[src/rtl/bash_state_squeeze.sv]
// Word-serial output stage: captures a full bash-f state in one transfer and
// streams the first cnt words out on a valid/ready interface.
module bash_state_squeeze #(
  parameter int unsigned SLEN   = 64,
  parameter int unsigned NWORDS = 24
) (
  input  logic                   clk,
  input  logic                   rst_n,
  input  logic                   load_valid_i,
  output logic                   load_ready_o,
  input  logic [NWORDS*SLEN-1:0] state_i,
  input  logic [4:0]             len_i,
  output logic                   out_valid_o,
  input  logic                   out_ready_i,
  output logic [SLEN-1:0]        out_data_o,
  output logic [4:0]             out_idx_o,
  output logic                   out_last_o,
  output logic                   busy_o
);

  localparam logic [4:0] NWordsL = 5'(NWORDS);

  typedef enum logic [0:0] {StIdle, StStream} state_e;

  state_e          state_q;
  logic [4:0]      cnt_q;
  logic [4:0]      idx_q;
  logic            last_q;
  logic [SLEN-1:0] buf_q [NWORDS];

  logic            load_fire;
  logic [4:0]      len_eff;

  assign load_fire = (state_q == StIdle) && load_valid_i;

  // Zero or oversized lengths emit the whole state.
  assign len_eff = ((len_i == 5'd0) || (len_i > NWordsL)) ? NWordsL : len_i;

  // Control FSM; last flag is precomputed so it is a plain register.
  always_ff @(posedge clk) begin
    if (!rst_n) begin
      state_q <= StIdle;
      cnt_q   <= '0;
      idx_q   <= '0;
      last_q  <= 1'b0;
    end else begin
      unique case (state_q)
        StIdle: begin
          if (load_valid_i) begin
            state_q <= StStream;
            cnt_q   <= len_eff;
            idx_q   <= '0;
            last_q  <= (len_eff == 5'd1);
          end
        end
        StStream: begin
          if (out_ready_i) begin
            if (last_q) begin
              state_q <= StIdle;
              idx_q   <= '0;
              last_q  <= 1'b0;
            end else begin
              idx_q  <= idx_q + 5'd1;
              // Next word is final when idx+1 == cnt-1.
              last_q <= ((idx_q + 5'd2) == cnt_q);
            end
          end
        end
        default: state_q <= StIdle;
      endcase
    end
  end

  // State buffer: written only on an accepted load, so never touched mid-stream.
  always_ff @(posedge clk) begin
    if (load_fire) begin
      for (int k = 0; k < NWORDS; k++) begin
        buf_q[k] <= state_i[k*SLEN +: SLEN];
      end
    end
  end

  // Outputs decoded from registers only; data forced to zero outside STREAM.
  always_comb begin
    load_ready_o = (state_q == StIdle);
    out_valid_o  = (state_q == StStream);
    busy_o       = (state_q == StStream);
    out_idx_o    = idx_q;
    out_last_o   = last_q;
    out_data_o   = (state_q == StStream) ? buf_q[idx_q] : '0;
  end

endmodule
[config.mk]
export PLATFORM = sky130hd
export DESIGN_NAME = bash_state_squeeze
export DESIGN_NICKNAME = d
export VERILOG_FILES = /design/src/rtl/bash_state_squeeze.sv
export SDC_FILE = /design/constraint.sdc
export NUM_CORES = 1
export LEC_CHECK = 0
export BUFFER_PORTS_ARGS = -buffer_cell sky130_fd_sc_hd__buf_4
export CAP_MARGIN = 20
export CORE_AREA = 2 2 627 629
export CTS_BUF_LIST = sky130_fd_sc_hd__clkbuf_16
export DETAILED_ROUTE_END_ITERATION = 8
export DIE_AREA = 0 0 629 631
export HOLD_SLACK_MARGIN = 0.1
export PLACE_DENSITY = 0.38
export SLEW_MARGIN = 10
export SYNTH_ARGS = -nofsm -noshare
export SYNTH_HDL_FRONTEND = slang
export SYNTH_SLANG_ARGS = --single-unit
[constraint.sdc]
create_clock -name clk -period 66.5 [get_ports clk]
set_input_delay 3.325 -clock clk [delete_from_list [all_inputs] [get_ports clk]]
set_output_delay 3.325 -clock clk [all_outputs]
set_load 0.005 [all_outputs]
==> run_results.csv, run 1 <==
group,metric,value,unit
timing,period_minus_slack,8.81,ns
global_route,grtUsageMet1,0.160,
global_route,grt_overflow,0,
yosys,synth-seq-cells,1553,
hold_path,min_path_type,"reg -> reg",
clock_network,clk-insertion-delay-late,0.92,ns
floorplanning,start_util,0.152,
yosys,synth_area_leader_cell,"edfxtp_1",
clock_network,cts.sinks,1553,
worst_setup_path,critPathKind,"reg -> out",
yosys,syn-instance-count,2876,
floorplanning,die_area,0.397,mm²
power_and_ir_drop,p_leak,28.8,nW
yosys,yosys.cell_types.count,38,
power_and_ir_drop,clkPwrFrac,0.437,
global_route,top_usage_layer,"met2",
worst_setup_path,end_kind,"primary output",
timing,fmax,114,MHz
worst_setup_path,path_max_fanout,94,
yosys,syn-num-nets,4423,
placed_design,place_congestion,0.833,
drt,dr_total_vias,36506,
global_route,grt_max_degree,162,
timing,tns,0,ns
yosys,async_flop_share,0,
global_route,grt_antenna_before_repair,174,
clock_network,cts_tree,"yes",
clock_network,clock_path_buffers,4,
global_route,grt_pass1_vias,38920,
yosys,yosys_warnings,0,
placed_design,numPortBuffers,1617,
yosys,synthMostInstantiatedCell,"edfxtp_1",
cells_and_area,area_delta_synth_final,41.6,%
timing,setup_viol,0,
clock_network,ctsHoldBuffers,0,
power_and_ir_drop,p_comb_frac,0.072,
yosys,syn_area,0.0595,mm²
yosys,synth_edf_count,1536,
timing,drv_slew,0,
yosys,synth_top_family_by_area,"multiplexers",
yosys,ys.flop_type,"edfxtp_1",
global_route,grt_pass1_wl,380,mm
power_and_ir_drop,p_int,1.82,mW
cells_and_area,nets,6150,
timing,max_slew_margin,0.247,
cells_and_area,layout-drive-gt1-share,0.455,
timing,fin_crit_sh,0.132,
timing,skew,0.0477,ns
drt,ant_nets,0,
drt,route.detailed.drc,0,
clock_network,clk_pin_slew_worst_paths,0.06,ns
yosys,synth-simple-area-share,0.0130,
power_and_ir_drop,ir_drop,22.1,µV
status,run_status,"completed",
yosys,synth_seq_area_share,0.781,
yosys,netlist_top_cells_area,"edfxtp_1 78%, mux2i_1 7.5%, mux4_2 7.3%",
power_and_ir_drop,p_switching,0.557,mW
worst_setup_path,arrival,5.48,ns
drt,wl_per_cell,29.6,µm
power_and_ir_drop,seq_power_share,0.491,
yosys,synthMuxAreaShare,0.148,
floorplanning,coreArea,0.391,mm²
floorplanning,rows,230,
timing,worstMarginPinSlew,1.13,ns
flow_run,max-cap-violations,0,
power_and_ir_drop,power_density,28.2,mW/mm²
yosys,synthTopCellsByCount,"1536 x edfxtp_1, 448 x mux2i_1, 192 x mux4_2",
drt,wl,298,mm
floorplanning,die_x,629,µm
timing,hold_viol,0,
yosys,synth_xor_xnor_area_share,0.00103,
drt,dr.pass1.iters,5,
power_and_ir_drop,sw_frac_of_total,0.234,
yosys,synthAdderAreaFrac,0.000421,
global_route,use_met2,0.250,
placed_design,place_hpwl,231,mm
clock_network,cts.repair.resized,0,
timing,whs,0.488,ns
yosys,netlist.area_leader.share,0.775,
floorplanning,die_h,631,µm
clock_network,ctsHtreeMaxLevel,4,
cells_and_area,n_fill_cell,41468,
worst_setup_path,start_kind,"register",
yosys,synth_compound_area_frac,0.0389,
clock_network,cts_buffers,193,
floorplanning,io_pins,1618,
global_route,use_met3,0.0549,
global_route,grt_usage,0.144,
timing,rsz0062_at_grt,"no",
yosys,syn_area_per_cell,20.7,µm²
drt,initialDrtViolationCount,2926,
clock_network,clockRootBuffer,"clkbuf_16",
cells_and_area,final_core_util,0.216,
clock_network,postCtsSetupRepairBufs,0,
drt,avgViaCountPerCell,3.62,
worst_setup_path,worstPathRequired,63.18,ns
## power groups by stage
| stage | sequential (mW) | combinational, mW | clock, mW |
|---|---|---|---|
| 4_1_cts | 1.17 | 0.177 | 1.07 |
| 2_1_floorplan | 1.26 | 0.0570 | 0 |
| 3_5_place_dp | 1.19 | 0.176 | 0 |
| 5_1_grt | 1.17 | 0.185 | 1.11 |
| 3_3_place_gp | 1.19 | 0.175 | 0 |
| 6_report | 1.17 | 0.172 | 1.04 |
## placed cells by master, fill, tap and decap left out, types with 30 or more instances in the layout
cell type / synthesis / routed
buf_4: 31 / 1689
edfxtp_1: 1536 / 1536
mux2i_1: 448 / 448
clkbuf_16: 0 / 193
mux4_2: 192 / 192
diode_2: 0 / 102
nand2_1: 71 / 70
nand3_1: 69 / 69
a21oi_1: 68 / 68
o21ai_0: 69 / 68
a22oi_1: 65 / 65
o211ai_1: 65 / 65
a221oi_1: 64 / 62
clkinv_1: 0 / 46
inv_1: 4 / 45
clkinv_2: 0 / 30
## stage by stage
stage | instances | area, µm² | power, mW | setup WS (ns)
floorplan | 2876 | 59500 | 1.32 | 29.64
global placement | 9626 | 77800 | 1.36 | 58.11
detailed placement | 9628 | 77900 | 1.36 | 57.90
CTS | 9979 | 84000 | 2.42 | 57.38
global route | 10031 | 84100 | 2.46 | 57.32
finish | 10081 | 84200 | 2.38 | 57.69
## state kept, by name (all words and copies together), names as in the netlist, named ones only
name / count
cnt_q: 5
buf_q: 1536
busy_o: 1
out_idx_o: 5
out_last_o: 1
## worst max-delay path, stage by stage, from the launching register on
cell and delay, ns:
dfxtp_4 0.87, buf_12 0.68, buf_4 0.66, buf_4 0.66, mux2i_1 0.72, a22oi_1 0.19
nand3_1 0.13, o211ai_1 0.21, buf_4 0.23
## worst paths after layout
kind | from | endpoint | slack [ns] | cells after the start
max | register | out_data_o[33] | 57.69 | 8
min reg2reg | cnt_q[1] | cnt_q[1] | 0.49 | 2
min | cnt_q[1] | cnt_q[1] | 0.49 | 2
max reg2reg | busy_o | buf_q[10][37] | 60.62 | 7
## routing by layer
metal  share of wire  vias to the layer above  wire, µm
met1            0.37                    18859    111000
met4           0.028                       50      8310
met3           0.089                      379     26700
li1                -                    15587         -
met5          0.0011                        -       322
met2            0.51                     1631    152000
## cells by family (layout without fill, tap and decap cells)
family | count (synthesis) | after routing
AOI/OAI and AO/OA | 342 | 342
xor gates and xnor gates | 7 | 7
adders and majority gates | 2 | 2
buffers and inverters | 167 | 2050
DFF | 1553 | 1553
muxes | 640 | 640
other | 0 | 102
and+or+nand+nor | 165 | 165
## cell type report
type	count	area, µm²	share of cell area
antenna	102	255	0.00303
clock buffer	193	4830	0.0573
clock inverter	158	1280	0.0152
inverter	4	27.5	0.000327
multi-input combinational	1156	12000	0.143
sequential	1553	46500	0.552
tap	5220	6530	0.0775
timing repair buffer	1695	12800	0.152
Note: power is estimated with default switching activity, not from simulation.
==> run 2: changes to the inputs <==
==> constraint.sdc (replaced) <==
create_clock -name clk -period 8.82 [get_ports clk]
set_input_delay 0.441 -clock clk [delete_from_list [all_inputs] [get_ports clk]]
set_output_delay 0.441 -clock clk [all_outputs]
set_load 0.005 [all_outputs]
==> run 2 against run 1 <==
Effect of this change:
- clock power increased to 7.7 times the previous value
- power rose to 7.9 times the previous value
- count of clock-buffer cells in the layout increased by 4
- hold slack worse by 0.25 ns
- first-iteration DRC count up 3.8%
- register-to-register slack got worse by 55 ns
- combinational power grew to 12 times the previous value
- clock skew grew 0.0031 ns
- sequential cell count is the same
- critical path depth shrank 1
- largest cell class unchanged
==> run_results.csv, run 2 (synthesis results as in run 1) <==
group,metric,value,unit
status,run_status,"completed",
cells_and_area,final_cell_mix,"1663 x buf_4, 1556 x dlygate4sd3_1, 1536 x edfxtp_1, 444 x mux2i_1, 197 x clkbuf_16",
floorplanning,die_x,629,µm
global_route,grt_overflow,0,
cells_and_area,regMostFlops,"buf_q",
worst_setup_path,path_max_fanout,40,
power_and_ir_drop,p_leak,35.4,nW
cells_and_area,largest_register_ffs,1536,
timing,whs,0.235,ns
timing,setup_viol,0,
worst_setup_path,cpLargestDelayFamily,"buffers and inverters",
clock_network,postCtsSetupRepairBufs,0,
clock_network,ctsHtreeMaxLevel,4,
cells_and_area,stdcell_count,11599,
timing,worstMarginPinSlew,1.12,ns
placed_design,place_inst,9610,
power_and_ir_drop,power_density,189,mW/mm²
drt,initialDrtViolationCount,3037,
cells_and_area,final_core_util,0.256,
worst_setup_path,crit_slowest_cell,"a221oi_1",
drt,avgViaCountPerCell,3.69,
placed_design,numPortBuffers,1617,
timing,fmax,186,MHz
cells_and_area,layout-drive-gt1-share,0.344,
worst_setup_path,max_stage_delay,0.95,ns
global_route,grt_pass1_vias,46521,
timing,hold_viol,0,
hold_path,min_path_type,"in -> reg",
clock_network,clk_pin_slew_worst_paths,0.06,ns
timing,period_minus_slack,5.39,ns
worst_setup_path,cp_num_buf_inv,3,
floorplanning,die_h,631,µm
power_and_ir_drop,ir_drop,148,µV
floorplanning,io_pins,1618,
cells_and_area,nets,7695,
timing,fin_crit_sh,0.611,
flow_run,max-cap-violations,0,
clock_network,clock_path_buffers,4,
drt,ant_nets,0,
global_route,grt_antenna_before_repair,115,
timing,tns,0,ns
worst_setup_path,arrival,4.95,ns
placed_design,place_congestion,0.829,
placed_design,place_hpwl,231,mm
clock_network,cts_buffers,196,
timing,drv_slew,0,
floorplanning,start_util,0.152,
floorplanning,coreArea,0.391,mm²
drt,wl_per_cell,26.6,µm
worst_setup_path,crit_chain,"buf_4 > buf_4 > mux2i_1 > a221oi_1 > o21ai_0 > o211ai_1 > buf_4",
worst_setup_path,start_kind,"register",
clock_network,clk-insertion-delay-late,0.93,ns
floorplanning,die_area,0.397,mm²
global_route,grt_pass1_wl,407,mm
cells_and_area,area_delta_synth_final,68.0,%
worst_setup_path,end_kind,"primary output",
clock_network,cts_tree,"yes",
drt,dr_total_vias,42816,
worst_setup_path,cp_common_cell,"buf_4",
drt,wl,308,mm
timing,max_slew_margin,0.252,
timing,skew,0.0508,ns
cells_and_area,n_fill_cell,40663,
timing,rsz0062_at_grt,"no",
worst_setup_path,worstPathRequired,8.38,ns
drt,dr.pass1.iters,7,
clock_network,clockRootBuffer,"clkbuf_16",
cells_and_area,layout_commonest_cell,"buf_4",
clock_network,cts.sinks,1553,
drt,route.detailed.drc,0,
global_route,grt_max_degree,164,
global_route,grt_usage,0.149,
floorplanning,rows,230,
worst_setup_path,critPathKind,"reg -> out",
## run 2: what timing repair did
item,in CTS,in global routing
hold buffers,1556,0
resized for setup,0,0
hold endpoints to repair,1553,0
## run 2: per-layer routing
| layer | routed length, µm | vias to the layer above | global-route usage |
|---|---|---|---|
| met4 | 6180 | 42 | 0.0325 |
| met2 | 158000 | 1589 | 0.268 |
| li1 | - | 18627 | - |
| met3 | 17100 | 370 | 0.0287 |
| met1 | 127000 | 22188 | 0.184 |
| met5 | 276 | - | 0 |
## run 2: cell type report
cell class | instances | area (µm²) | area share
sequential | 1553 | 46500 | 0.465
timing repair buffer | 3237 | 28400 | 0.284
multi-input combinational | 1156 | 12000 | 0.120
tap | 5220 | 6530 | 0.0653
clock buffer | 197 | 4930 | 0.0493
clock inverter | 161 | 1340 | 0.0134
antenna | 71 | 178 | 0.00178
inverter | 4 | 23.8 | 0.000238
## run 2: worst paths after layout
| kind | from | slack [ns] | depth (start not counted) | end |
|---|---|---|---|---|
| max | register | 3.43 | 7 | out_data_o[29] |
| min | state_i[1132] | 0.24 | 2 | buf_q[17][44] |
| max reg2reg | busy_o | 5.37 | 7 | cnt_q[1] |
| min reg2reg | out_idx_o[4] | 0.59 | 2 | out_idx_o[4] |
## run 2: through the flow
stage / total power [mW] / setup slack [ns] / area [µm²]
finish: 18.8 / 3.43 / 99900
global route: 19.5 / 3.29 / 99900
CTS: 19.1 / 3.23 / 99700
detailed placement: 10.3 / 4.24 / 77800
global placement: 10.3 / 4.23 / 77800
floorplan: 9.72 / -15.62 / 59500
## run 2: power breakdown
part           switching, mW  total (mW)  internal [mW]
clock                   3.45        8.04           4.60
combinational          0.876        1.99           1.11
sequential             0.176        8.82           8.64
total                   4.50        18.8           14.3
